[src/rtl/line_tx_scheduler.sv]
// Round-robin scheduler feeding one line-code encoder (NRZ / Manchester / PAM4) from N_REQ frame sources.
// Latency: a request seen in IDLE at edge e gives o_grant and the first preamble symbol in cycle e+1.
//   The first data symbol follows in cycle e+1+PRE_LEN.
// Backpressure: none downstream. Sources hold i_req until o_done/o_err, and losing sources wait in place.
//
// Ports:
//   i_clk, i_reset_n         clock, synchronous active-low reset
//   i_req/i_data/i_mode      per-source request, frame payload [k*W +: W], mode [2k +: 2]
//   o_grant/o_done/o_err     one-hot single-cycle pulses identifying the source
//   o_enc_sel/o_sym/o_half   encoder mode, symbol, Manchester half-bit phase
//   o_valid/o_busy           symbol qualifier, scheduler not idle
module line_tx_scheduler #(
  parameter int N_REQ    = 3,
  parameter int W        = 8,
  parameter int PRE_LEN  = 4,
  parameter int GAP_CLKS = 2
) (
  input  logic               i_clk,
  input  logic               i_reset_n,
  input  logic [N_REQ-1:0]   i_req,
  input  logic [N_REQ*W-1:0] i_data,
  input  logic [N_REQ*2-1:0] i_mode,
  output logic [N_REQ-1:0]   o_grant,
  output logic [N_REQ-1:0]   o_done,
  output logic [N_REQ-1:0]   o_err,
  output logic [1:0]         o_enc_sel,
  output logic [1:0]         o_sym,
  output logic               o_half,
  output logic               o_valid,
  output logic               o_busy
);

  localparam int MAX_A = (2 * W > PRE_LEN) ? 2 * W : PRE_LEN;
  localparam int MAXC  = (MAX_A > GAP_CLKS) ? MAX_A : GAP_CLKS;
  localparam int CW    = $clog2(MAXC + 1);
  localparam int IW    = $clog2(N_REQ);

  localparam logic [1:0] M_NRZ = 2'd0;
  localparam logic [1:0] M_MAN = 2'd1;
  localparam logic [1:0] M_PAM = 2'd2;
  localparam logic [1:0] M_ILL = 2'd3;

  typedef enum logic [1:0] {IDLE, PRE, DATA, GAP} state_t;

  state_t           state, nxt_state;
  logic [CW-1:0]    cnt, nxt_cnt;
  logic [W-1:0]     sh, nxt_sh;
  logic [1:0]       mode_r, nxt_mode;
  logic [IW-1:0]    rr, nxt_rr;
  logic [N_REQ-1:0] idx_oh, nxt_idx_oh;

  logic             found;
  logic [IW-1:0]    pick, scan;
  logic [N_REQ-1:0] pick_oh;
  logic [1:0]       sel_mode;
  logic [W-1:0]     sel_data;
  logic [CW-1:0]    data_last;

  logic [N_REQ-1:0] grant_n, done_n, err_n;
  logic [1:0]       sym_n, enc_n;
  logic             half_n, valid_n;

  // Round-robin search starting at rr, wrapping; first requester wins.
  always_comb begin
    found = 1'b0;
    pick  = '0;
    scan  = '0;
    for (int i = 0; i < N_REQ; i++) begin
      scan = IW'((int'(rr) + i) % N_REQ);
      if (!found && i_req[scan]) begin
        found = 1'b1;
        pick  = scan;
      end
    end
    pick_oh  = '0;
    sel_mode = '0;
    sel_data = '0;
    for (int k = 0; k < N_REQ; k++) begin
      if (pick == IW'(k)) begin
        pick_oh[k] = 1'b1;
        sel_mode   = i_mode[2*k +: 2];
        sel_data   = i_data[k*W +: W];
      end
    end
  end

  always_comb begin
    case (mode_r)
      M_MAN:   data_last = CW'(2 * W - 1);
      M_PAM:   data_last = CW'(W / 2 - 1);
      default: data_last = CW'(W - 1);
    endcase
  end

  // Next-state logic.
  always_comb begin
    nxt_state  = state;
    nxt_cnt    = cnt;
    nxt_sh     = sh;
    nxt_mode   = mode_r;
    nxt_rr     = rr;
    nxt_idx_oh = idx_oh;
    grant_n    = '0;
    done_n     = '0;
    err_n      = '0;
    case (state)
      IDLE: begin
        if (found) begin
          nxt_idx_oh = pick_oh;
          nxt_rr     = (pick == IW'(N_REQ - 1)) ? '0 : pick + 1'b1;
          nxt_cnt    = '0;
          nxt_mode   = sel_mode;
          nxt_sh     = sel_data;
          if (sel_mode == M_ILL) begin
            nxt_state = GAP;
            err_n     = pick_oh;
          end else begin
            nxt_state = PRE;
            grant_n   = pick_oh;
          end
        end
      end
      PRE: begin
        if (cnt == CW'(PRE_LEN - 1)) begin
          nxt_state = DATA;
          nxt_cnt   = '0;
        end else begin
          nxt_cnt = cnt + 1'b1;
        end
      end
      DATA: begin
        if (cnt == data_last) begin
          nxt_state = GAP;
          nxt_cnt   = '0;
          done_n    = idx_oh;
        end else begin
          nxt_cnt = cnt + 1'b1;
          case (mode_r)
            M_PAM:   nxt_sh = sh << 2;
            // Manchester holds each bit across both halves.
            M_MAN:   nxt_sh = cnt[0] ? (sh << 1) : sh;
            default: nxt_sh = sh << 1;
          endcase
        end
      end
      default: begin
        if (cnt == CW'(GAP_CLKS - 1)) begin
          nxt_state = IDLE;
          nxt_cnt   = '0;
        end else begin
          nxt_cnt = cnt + 1'b1;
        end
      end
    endcase
  end

  // Outputs are computed from the next state so they register alongside it.
  always_comb begin
    valid_n = (nxt_state == PRE) || (nxt_state == DATA);
    enc_n   = valid_n ? nxt_mode : 2'b00;
    sym_n   = 2'b00;
    half_n  = 1'b0;
    if (nxt_state == PRE) begin
      sym_n = nxt_cnt[0] ? 2'b00 : 2'b11;
    end else if (nxt_state == DATA) begin
      if (nxt_mode == M_PAM) begin
        sym_n = nxt_sh[W-1 -: 2];
      end else begin
        sym_n = {1'b0, nxt_sh[W-1]};
      end
      half_n = (nxt_mode == M_MAN) && nxt_cnt[0];
    end
  end

  always_ff @(posedge i_clk) begin
    if (!i_reset_n) begin
      state     <= IDLE;
      cnt       <= '0;
      sh        <= '0;
      mode_r    <= '0;
      rr        <= '0;
      idx_oh    <= '0;
      o_grant   <= '0;
      o_done    <= '0;
      o_err     <= '0;
      o_enc_sel <= '0;
      o_sym     <= '0;
      o_half    <= 1'b0;
      o_valid   <= 1'b0;
      o_busy    <= 1'b0;
    end else begin
      state     <= nxt_state;
      cnt       <= nxt_cnt;
      sh        <= nxt_sh;
      mode_r    <= nxt_mode;
      rr        <= nxt_rr;
      idx_oh    <= nxt_idx_oh;
      o_grant   <= grant_n;
      o_done    <= done_n;
      o_err     <= err_n;
      o_enc_sel <= enc_n;
      o_sym     <= sym_n;
      o_half    <= half_n;
      o_valid   <= valid_n;
      o_busy    <= (nxt_state != IDLE);
    end
  end

endmodule
[config.mk]
export PLATFORM = sky130hd
export DESIGN_NAME = line_tx_scheduler
export DESIGN_NICKNAME = d
export VERILOG_FILES = /design/src/rtl/line_tx_scheduler.sv
export SDC_FILE = /design/constraint.sdc
export NUM_CORES = 1
export LEC_CHECK = 0
export ABC_AREA = 1
export CAP_MARGIN = 20
export CORE_ASPECT_RATIO = 0.7
export CORE_UTILIZATION = 45
export DETAILED_ROUTE_END_ITERATION = 10
export PLACE_DENSITY = 0.7
export SYNTH_ARGS = -nofsm -noshare
export SYNTH_HDL_FRONTEND = slang
export SYNTH_SLANG_ARGS = --single-unit
[constraint.sdc]
create_clock -name i_clk -period 3.1 [get_ports i_clk]
set_clock_uncertainty 0.2 [all_clocks]
set_input_delay 0.465 -clock i_clk [delete_from_list [all_inputs] [get_ports i_clk]]
set_output_delay 0.465 -clock i_clk [all_outputs]
set_load 0.005 [all_outputs]
==> results.md <==
- The run finished with clean final reports.
- The share of total power dissipated in sequential elements is 0.229.
- The number of pins exceeding their max-slew limit in the final report is 0.
- The maximum achievable frequency is 357 MHz.
- The proportion of synthesized flip-flops having asynchronous set or reset is 0.
- The internal power component is 1.66 mW.
- The number of fillers in the final layout is 460.
- Entering global routing, the biggest net connects 13 pins.
- Synthesis instantiated 35 different standard cells from the library.
- The worst setup path is launched from a flop.
- At the end of routability-driven placement, the weighted congestion stood at 1.00.
- The number of antenna violations at the first check in global routing is 0.
- In the global route stage, overall resource usage came out at 0.221.
- The post-synth net total is 368.
- The kind of critical path is flop to flop.
- The slew at the pin closest to its max-slew limit is 0.484 ns.
- The total number of placement rows is 21.
- The worst setup path is captured at a flop.
- At the later pin of the worst-skew pair, clock insertion delay measures 0.29 ns.
- Headroom to the max-slew limit came out at 0.674.
- The post-detailed-route wirelength per cell is 11.7 um.
- After layout, the design draws a total of 3.31 mW.
- VDD sags by at most 418 uV.
- Summed over all layers, the routed wires come to 5260 um.
- At the worst endpoint, the required time is 3.12 ns.
- The clock passes through at most 2 buffers.
- The analysis attributes to net switching a power of 1.65 mW.
- Adding up every negative setup slack in the final design gives 0 ns.
- For this run the aggregate overflow at the end of global routing stands at 0.
- The arrival time at the worst endpoint is 2.82 ns.
- The critical path goes through inv_1 > ha_4 > inv_2 > nand3_1 > nand2_2 > nor2_4 > nand3_1 > nand2_2 > nand2_1 > nand2_1 > nand2_1 > inv_1 > nand3_1 > nand2_1 > o21ai_2 > ha_1 > inv_1 > nand3_1 > inv_1 > nand3_1 > o21ai_1.
- The final count of hold timing violations was 0.
- The count of yosys warnings during synthesis is 0.
- The worst path in the final design needs a cycle of 2.80 ns, including I/O delays and setup.
- The number of buffers added by the clock tree synthesis step is 5.
- Of the total power, the share spent switching nets is 0.498.
- TritonCTS built the clock tree.
- Summed over all cells, the static leakage comes to 1.33 nW.
- Setup repair after global routing left no endpoint under its margin.
- Of the total power, the clock network draws 0.102.
- Of the cells placed in the final design, the portion with a size suffix greater than 1 is 0.147.
- Among all stages on the critical path, the largest delay is contributed by sky130_fd_sc_hd__dfxtp_2.
- The initial cell density of the core is 0.469.
- Once detail routing completed, the nets flagged for antenna violations numbered 0.
- In this design, the critical path's most frequently occurring cell is sky130_fd_sc_hd__nand3_1.
- The period utilization is 0.904.
- 51 I/O pins were placed.
- The placeable core region is 4780 um2.
- The total power divided by cell area is 1120 nW/um2.
- The mean post-synth cell area is 6.96 um2.
- 0 antenna diodes ended up in the layout.
- The die width is 86.3 um.
- Of the total power, combinational logic draws 0.669.
- The first-pass GRT wire length is 8850 um.
- The average vias per placed instance is 4.93.
- The tool flagged a number of max-cap violations equal to 0.
- For this run, the detailed router's first-pass iteration total came to 4.
- The tree is rooted in a sky130_fd_sc_hd__clkbuf_8.
- The area of the die is 5270 um2.
- The count of final setup violators is 0.
- The mapped netlist covers 2240 um2.
- The die is 61.0 um tall.
- The initial detailed-routing violation count is 142.
- The number of synthesized flops with an enable pin is 0.
- The sequential element share of the synthesized area is 0.331.
- The number of global-route vias before repair came to 1925.
- The H-tree generated during clock tree synthesis spans 2 levels.
- Counting every instance in the synthesized netlist gives 322.
- The clock slew seen by the registers of the worst setup and hold paths is 0.07 ns.
- The net count of the finished layout is 427.
- The clock drives 37 sinks.
- After clock tree synthesis, the flow added hold-fix buffers numbering 0.
- The post-DP HPWL is 4160 um.
- The classification of the worst-slack hold path is flop to flop.
- The via count of the routed design is 2217.
- Port buffering added 50 buffers.
- The post-synthesis sequential element count is 37.
- For this run, the slowest stage of the critical path takes 0.36 ns.
- The most used flip-flop cell after synthesis is sky130_fd_sc_hd__dfxtp_1.
- The post-detailed-route DRC marker count is 0.
- The largest driver fanout on the critical path is 6.
- At the end of the flow the core is filled with cells to 0.617.
- Relative to the synthesized area, the layout overhead comes to 31.6%.
==> final timing paths <==
kind	from	to	slack (ns)	cells after the start
worst max-delay path	rr[0]	o_sym[1]	0.30	21
worst min-delay path	idx_oh[2]	o_done[2]	0.23	2
worst max register to register	rr[0]	o_sym[1]	0.30	21
worst min register to register	idx_oh[2]	o_done[2]	0.23	2
==> sequential cells by signal (all words and copies together), names as in the netlist, 2 cells and up <==
register	flops
o_err	3
o_enc_sel	2
o_sym	2
sh	8
idx_oh	2
rr	2
cnt	5
o_grant	3
state	2
mode_r	2
o_done	3
==> layout by cell type (no fill, tap or decap), types with 4 or more instances in the layout <==
master / n
sky130_fd_sc_hd__nand2_1: 73
sky130_fd_sc_hd__clkdlybuf4s50_1: 50
sky130_fd_sc_hd__inv_1: 42
sky130_fd_sc_hd__nor2_1: 36
sky130_fd_sc_hd__dfxtp_1: 35
sky130_fd_sc_hd__nand3_1: 28
sky130_fd_sc_hd__nand2_2: 13
sky130_fd_sc_hd__a21oi_1: 10
sky130_fd_sc_hd__ha_1: 9
sky130_fd_sc_hd__buf_4: 9
sky130_fd_sc_hd__inv_2: 7
sky130_fd_sc_hd__o21ai_1: 7
sky130_fd_sc_hd__o211ai_1: 7
sky130_fd_sc_hd__clkbuf_8: 6
sky130_fd_sc_hd__nand3_2: 5
sky130_fd_sc_hd__nand4_1: 4
sky130_fd_sc_hd__o21ai_0: 4
sky130_fd_sc_hd__a22oi_1: 4
sky130_fd_sc_hd__a31oi_1: 4
==> synthesized netlist by cell type, types with 3 or more instances <==
library cell	n	area [um2]
sky130_fd_sc_hd__a21oi_1	10	50.1
sky130_fd_sc_hd__a22oi_1	4	30.0
sky130_fd_sc_hd__a31oi_1	4	25.0
sky130_fd_sc_hd__dfxtp_1	37	741
sky130_fd_sc_hd__ha_1	11	138
sky130_fd_sc_hd__inv_1	42	158
sky130_fd_sc_hd__inv_2	7	26.3
sky130_fd_sc_hd__nand2_1	73	274
sky130_fd_sc_hd__nand2_2	13	81.3
sky130_fd_sc_hd__nand2_4	3	33.8
sky130_fd_sc_hd__nand3_1	28	140
sky130_fd_sc_hd__nand3_2	5	50.1
sky130_fd_sc_hd__nand4_1	4	25.0
sky130_fd_sc_hd__nor2_1	36	135
sky130_fd_sc_hd__nor2_2	3	18.8
sky130_fd_sc_hd__nor3_1	3	15.0
sky130_fd_sc_hd__o211ai_1	7	52.6
sky130_fd_sc_hd__o21ai_0	4	20.0
sky130_fd_sc_hd__o21ai_1	7	35.0
sky130_fd_sc_hd__xor2_1	3	26.3
==> timing repair <==
item / in CTS / in global routing
endpoints found under the setup margin: 0 / 6
endpoints found under the hold margin: 0 / 0
buffers inserted: 0 / 3
gates resized for setup: 0 / 5
==> critical path: cells and delay by family (launching register included) <==
kind,cells,cell delay (ns)
compound gates,2,0.19
flops,1,0.36
fa+ha+maj,2,0.51
buf+inv,5,0.38
simple gates,12,1.10
==> area by class of cell <==
class,instances,area (um2),share of cell area
clock buffer,7,86.3,0.0293
tap,69,86.3,0.0293
multi-input combinational,229,1280,0.434
timing repair buffer,59,568,0.193
inverter,49,184,0.0624
sequential,37,743,0.252
==> power by group through the flow <==
stage	clock (mW)	sequential, mW	combinational (mW)
after floorplan	0	0.721	1.61
after global placement	0	0.756	2.10
after detailed placement	0	0.759	2.12
after CTS	0.344	0.749	2.13
after global routing	0.363	0.776	2.50
final	0.338	0.756	2.22
==> through the flow <==
step	cells	hold WS, ns	setup slack, ns	cell area [um2]
6_report	450	0.229	0.297	2950
5_1_grt	450	0.252	0.00555	2950
3_5_place_dp	440	0.220	0.0748	2820
3_3_place_gp	440	0.222	0.143	2820
2_1_floorplan	322	0.208	0.458	2240
4_1_cts	447	0.231	0.145	2910
==> cell families (layout without fill, tap and decap cells) <==
| logic type | Yosys count | in the layout | share of synthesized area |
|---|---|---|---|
| and+or+nand+nor | 174 | 174 | 0.374 |
| buffers and inverters | 56 | 115 | 0.104 |
| AOI/OAI and AO/OA | 41 | 41 | 0.118 |
| DFF | 37 | 37 | 0.331 |
| adders and majority gates | 11 | 11 | 0.0614 |
| xor gates and xnor gates | 3 | 3 | 0.0117 |
==> metal layers <==
| metal | routed length, um | vias to the layer above | track usage | share of wire |
|---|---|---|---|---|
| li1 | - | 1151 | - | - |
| met1 | 2630 | 988 | 0.309 | 0.50 |
| met2 | 2190 | 69 | 0.342 | 0.42 |
| met3 | 357 | 9 | 0.0456 | 0.068 |
| met4 | 82 | 0 | 0.0857 | 0.016 |
| met5 | 0 | - | 0 | 0 |
(Power assumes the default switching activity.)
